<file path="config.mk">
export PLATFORM = sky130hd
export DESIGN_NAME = vend_input_conditioner
export DESIGN_NICKNAME = d
export VERILOG_FILES = /design/src/rtl/vend_pkg.sv /design/src/rtl/vend_debounce_edge.sv /design/src/rtl/vend_input_conditioner.sv
export SDC_FILE = /design/constraint.sdc
export NUM_CORES = 1
export LEC_CHECK = 0
export BUFFER_PORTS_ARGS = -buffer_cell sky130_fd_sc_hd__buf_4
export CAP_MARGIN = 40
export CORE_MARGIN = 8
export CORE_UTILIZATION = 55
export CTS_CLUSTER_SIZE = 14
export DETAILED_ROUTE_END_ITERATION = 16
export PLACE_DENSITY = 0.85
export REMOVE_ABC_BUFFERS = 1
export SYNTH_ARGS = -nofsm -noshare
export SYNTH_HDL_FRONTEND = slang
export SYNTH_SLANG_ARGS = --single-unit
</file>
<file path="constraint.sdc">
create_clock -name clk -period 2 [get_ports clk]
set_input_delay 0.3 -clock clk [delete_from_list [all_inputs] [get_ports clk]]
set_output_delay 0.3 -clock clk [all_outputs]
set_load 0.1 [all_outputs]
</file>
<file path="src/rtl/vend_pkg.sv">
// Shared types and default constants for the vending input conditioner.
package vend_pkg;
  typedef enum logic [2:0] {C_IDLE, C_MEASURE, C_ACCEPT, C_REJECT, C_JAM} coin_state_t;

  localparam int DEF_DEBOUNCE_CYCLES = 4;
  localparam int DEF_COIN_MIN_CYCLES = 3;
  localparam int DEF_COIN_MAX_CYCLES = 20;
endpackage

</file>
<file path="src/rtl/vend_debounce_edge.sv">
// One button lane: 2-flop sync, debounce counter, gated rising-edge pulse.
module vend_debounce_edge
  import vend_pkg::*;
#(
  parameter int DEBOUNCE_CYCLES = DEF_DEBOUNCE_CYCLES
) (
  input  logic clk,
  input  logic reset,
  input  logic raw,
  input  logic en,
  output logic pulse
);
  localparam int CW = $clog2(DEBOUNCE_CYCLES + 1);

  logic          s1, s2, db, db_q;
  logic [CW-1:0] cnt;

  always_ff @(posedge clk) begin
    if (reset) begin
      s1    <= 1'b0;
      s2    <= 1'b0;
      db    <= 1'b0;
      db_q  <= 1'b0;
      cnt   <= '0;
      pulse <= 1'b0;
    end else begin
      s1    <= raw;
      s2    <= s1;
      db_q  <= db;
      // edge seen while en is low is dropped, never deferred
      pulse <= db & ~db_q & en;
      if (s2 == db) begin
        cnt <= '0;
      end else if (cnt == CW'(DEBOUNCE_CYCLES - 1)) begin
        db  <= ~db;
        cnt <= '0;
      end else begin
        cnt <= cnt + 1'b1;
      end
    end
  end
endmodule

</file>
<file path="src/rtl/vend_input_conditioner.sv">
// Coin width validation FSM plus two debounced button lanes with coin lockout.
module vend_input_conditioner
  import vend_pkg::*;
#(
  parameter int DEBOUNCE_CYCLES = DEF_DEBOUNCE_CYCLES,
  parameter int COIN_MIN_CYCLES = DEF_COIN_MIN_CYCLES,
  parameter int COIN_MAX_CYCLES = DEF_COIN_MAX_CYCLES
) (
  input  logic clk,
  input  logic reset,
  input  logic coin_raw,
  input  logic btn1_raw,
  input  logic btn2_raw,
  output logic quarter_in,
  output logic select1,
  output logic select2,
  output logic coin_reject,
  output logic coin_jam
);
  localparam int NUM_BTN = 2;
  localparam int CW      = $clog2(COIN_MAX_CYCLES + 1);
  localparam int JW      = $clog2(DEBOUNCE_CYCLES + 1);

  logic              coin_s1, coin_s2;
  coin_state_t       state, state_nx;
  logic [CW-1:0]     cnt, cnt_nx;
  logic [JW-1:0]     jcnt, jcnt_nx;
  logic [NUM_BTN-1:0] btn_raw_v, sel_v;

  always_ff @(posedge clk) begin
    if (reset) begin
      coin_s1     <= 1'b0;
      coin_s2     <= 1'b0;
      state       <= C_IDLE;
      cnt         <= '0;
      jcnt        <= '0;
      quarter_in  <= 1'b0;
      coin_reject <= 1'b0;
      coin_jam    <= 1'b0;
    end else begin
      coin_s1     <= coin_raw;
      coin_s2     <= coin_s1;
      state       <= state_nx;
      cnt         <= cnt_nx;
      jcnt        <= jcnt_nx;
      // decoded from next state so outputs track the state register exactly
      quarter_in  <= (state_nx == C_ACCEPT);
      coin_reject <= (state_nx == C_REJECT);
      coin_jam    <= (state_nx == C_JAM);
    end
  end

  always_comb begin
    state_nx = state;
    cnt_nx   = cnt;
    jcnt_nx  = jcnt;
    case (state)
      C_IDLE: if (coin_s2) begin
        state_nx = C_MEASURE;
        cnt_nx   = CW'(1);
      end
      C_MEASURE: begin
        if (coin_s2) begin
          if (cnt + 1'b1 == CW'(COIN_MAX_CYCLES)) begin
            state_nx = C_JAM;
            jcnt_nx  = '0;
          end else begin
            cnt_nx = cnt + 1'b1;
          end
        end else if (cnt >= CW'(COIN_MIN_CYCLES)) begin
          state_nx = C_ACCEPT;
        end else begin
          state_nx = C_REJECT;
        end
      end
      C_ACCEPT, C_REJECT: begin
        state_nx = C_IDLE;
        cnt_nx   = '0;
      end
      C_JAM: begin
        // leave only after a clean run of low samples
        if (coin_s2) begin
          jcnt_nx = '0;
        end else if (jcnt == JW'(DEBOUNCE_CYCLES - 1)) begin
          state_nx = C_IDLE;
          jcnt_nx  = '0;
          cnt_nx   = '0;
        end else begin
          jcnt_nx = jcnt + 1'b1;
        end
      end
      default: state_nx = C_IDLE;
    endcase
  end

  assign btn_raw_v = {btn2_raw, btn1_raw};

  for (genvar i = 0; i < NUM_BTN; i++) begin : g_btn
    vend_debounce_edge #(.DEBOUNCE_CYCLES(DEBOUNCE_CYCLES)) u_db (
      .clk   (clk),
      .reset (reset),
      .raw   (btn_raw_v[i]),
      .en    (state == C_IDLE),
      .pulse (sel_v[i])
    );
  end

  assign select1 = sel_v[0];
  assign select2 = sel_v[1];
endmodule

</file>
==> results.yml <==
outcome:
  status: "completed"
timing:
  slew_headroom_pct: 74.1
  fin_crit_sh_pct: 82.4
  hold_viol: 0
  timing.setup.tns_ns: 0
  post-route-min-period_ns: 1.65
  holdWs_ns: 0.175
  drv_slew: 0
  setup_violations: 0
  clock.fmax_ghz: 0.607
  rsz0062_at_grt: "false"
  skew_ns: 0.00355
  worst_pin_slew_ns: 0.384
logic_synthesis:
  syn_inst: 128
  synth_xor_area_share_pct: 1.35
  synthMuxAreaShare_pct: 3.09
  synth-simple-area-share_pct: 26.5
  syn_avg_cell_area_um2: 10.1
  ys_ff_latch: 32
  yosysTopAreaCellShare_pct: 49.4
  synth_compound_area_share_pct: 9.85
  synthAdderAreaFrac_pct: 5.79
  yosys.cell_types.count: 37
  syn_area_mm2: 0.00130
  synth_top_cell_by_area: "dfxtp_1"
  synth_top_family_by_area: "simple AND/OR/NAND/NOR gates"
  synth_seq_area_share_pct: 49.4
  yosysWarnings: 0
  synth_area_leaders: "dfxtp_1 49%, ha_1 5.8%, nor2b_1 4.3%"
critical_path:
  start_kind: "flip-flop"
  reg2regPathDepth: 4
  critPathMaxFanout: 10
  cp.required_ns: 2.21
  arrival_ns: 1.86
  end_kind: "flip-flop"
  path_class: "flip-flop to flip-flop"
  r2r_start: "state[0]"
  setup.worst_path.start: "state[0]"
floorplan:
  dieWidth_um: 64.5
  die_h_um: 64.5
  rows: 17
  initial_core_util_pct: 58.6
  ios: 10
  dieArea_mm2: 0.00417
  core_mm2: 0.00221
min_path:
  min_from: "btn2_raw"
  holdCritPathClass: "primary input to flip-flop"
  holdPathStages: 2
clock_network:
  cts_hold_buf: 0
  cts_setup_buffers: 0
  cts_root_buf: "clkbuf_4"
  cts_htree_levels: 2
  cts-buffers-inserted: 5
  clk_pin_slew_ns: 0.09
  cts_buffer_depth: 2
  clk_latency_ns: 0.33
  clock-sinks: 32
  cts_tree: "yes"
  cts_resized: 0
grt:
  grt_max_degree: 20
  antenna_found_initial: 0
  track_usage_pct: 11.6
  grt_pass1_wl_um: 3750
  overflow: 0
  grt_pass1_vias: 891
run:
  cap_violations: 0
drt:
  routed_wl_um: 2140
  via_count: 918
  ant_nets: 0
  drc: 0
  viasPerCell: 5.46
  dr.pass1.iters: 4
  drt_iter0_markers: 16
  wl_per_cell_um: 12.7
layout:
  fin_nets: 150
  drive_gt1_share_pct: 15.7
  fillerInstances: 189
  antenna_cells: 0
  mostFrequentLayoutCells: "32 x dfxtp_1, 10 x nor2_1, 9 x nor2b_1, 9 x nand2_1, 9 x buf_4"
  syn_to_final_growth_pct: 11.6
  layout_commonest_cell: "dfxtp_1"
power:
  p_int_uw: 937
  clockPowerShare_pct: 39.3
  p_sw_share_pct: 21.6
  p_seq_share_pct: 55.6
  p_leak_uw: 0.000577
  ir_drop_uv: 630
  comb_power_share_pct: 5.0
  switching_power_uw: 258
  power.density_mw_per_mm2: 826
placed_design:
  gp_congestion: 0.834
  hpwl_um: 1550
  portBuffers: 9
final timing paths:
path / end / slack (ns)
worst max register to register: jcnt[1] / 0.35
worst max-delay path: jcnt[1] / 0.35
worst min-delay path: g_btn[1].u_db.s1 / 0.17
worst min register to register: g_btn[0].u_db.pulse / 0.40
power by group through the flow:
stage                     clock network, uW  logic, uW  registers (uW)
after floorplan                           0       33.2             684
after global placement                    0       58.5             678
after detailed placement                  0       60.3             679
after CTS                               484       60.6             664
after global routing                    512       66.3             667
final                                   470       60.2             665
per-stage QoR:
stage / std cells / power (uW) / area [um2] / worst slack, ns / util (%)
2_1_floorplan: 123 / 717 / 1270 / 0.592 / -
3_3_place_gp: 160 / 736 / 1370 / 0.499 / 61.9
3_5_place_dp: 160 / 739 / 1370 / 0.396 / 61.9
4_1_cts: 168 / 1210 / 1450 / 0.372 / 65.4
5_1_grt: 168 / 1250 / 1450 / 0.180 / 65.4
6_report: 168 / 1190 / 1450 / 0.352 / 65.4
cells by family (layout without fill, tap and decap cells):
logic type | count (synthesis) | after routing
adder cells (fa/ha/maj) | 6 | 6
multiplexers | 4 | 4
buffers and inverters | 11 | 23
AND/OR/NAND/NOR | 56 | 56
AO/OA/AOI/OAI | 17 | 17
flip-flops | 32 | 32
XOR/XNOR | 2 | 2
layout make-up:
cell class / count / area, um2 / area share [%]
Sequential cell: 32 / 641 / 44.3
Multi-Input combinational cell: 85 / 604 / 41.8
Timing Repair Buffer: 9 / 67.6 / 4.67
Clock buffer: 6 / 41.3 / 2.85
Clock inverter: 2 / 35.0 / 2.42
Tap cell: 28 / 35.0 / 2.42
Inverter: 6 / 22.5 / 1.56
Yosys cell counts:
| library cell | n |
|---|---|
| ha_1 | 6 |
| a21o_1 | 1 |
| and3_1 | 1 |
| or3_2 | 1 |
| o21ai_0 | 2 |
| inv_1 | 6 |
| nand3_1 | 5 |
| nor4b_4 | 1 |
| nor3_1 | 2 |
| nor3b_1 | 5 |
| o2bb2ai_1 | 1 |
| nor4b_1 | 3 |
| mux2i_1 | 4 |
| and3_4 | 1 |
| or3_1 | 3 |
| dfxtp_1 | 32 |
| nor2_1 | 10 |
| a221oi_2 | 1 |
| o32ai_1 | 1 |
| a22oi_1 | 1 |
| xnor2_1 | 2 |
| buf_2 | 2 |
| nor3_2 | 1 |
| o211ai_1 | 1 |
| or3b_1 | 1 |
| a211oi_1 | 1 |
| and2_1 | 1 |
| nor3b_2 | 1 |
| nand2_1 | 9 |
| a21oi_1 | 4 |
| nor4_1 | 2 |
| buf_6 | 1 |
| a211o_1 | 2 |
| clkbuf_1 | 2 |
| nor2b_1 | 9 |
| o31ai_1 | 1 |
| o211a_1 | 1 |
per-layer routing:
layer  GRT usage (%)  up-vias  share of wire [%]
li1                -      472                  -
met1            11.8      424                 44
met2            18.1       15                 48
met3            4.47        7                3.8
met4            10.4        0                3.4
met5               0        -                  0
registers in the layout, summed over array words and instances (netlist names):
signal            cells
cnt                   5
coin_jam              1
coin_reject           1
coin_s1               1
coin_s2               1
g_btn.u_db.cnt        6
g_btn.u_db.db         2
g_btn.u_db.db_q       2
g_btn.u_db.pulse      2
g_btn.u_db.s1         2
g_btn.u_db.s2         2
jcnt                  3
quarter_in            1
state                 3
critical path, stage by stage, from the launching register on:
cell      delay [ns]
dfxtp_1         0.51
nor3b_2         0.33
nand3_1         0.16
a221oi_2        0.38
o21ai_0         0.14
Power figures use the tool's default switching activity.
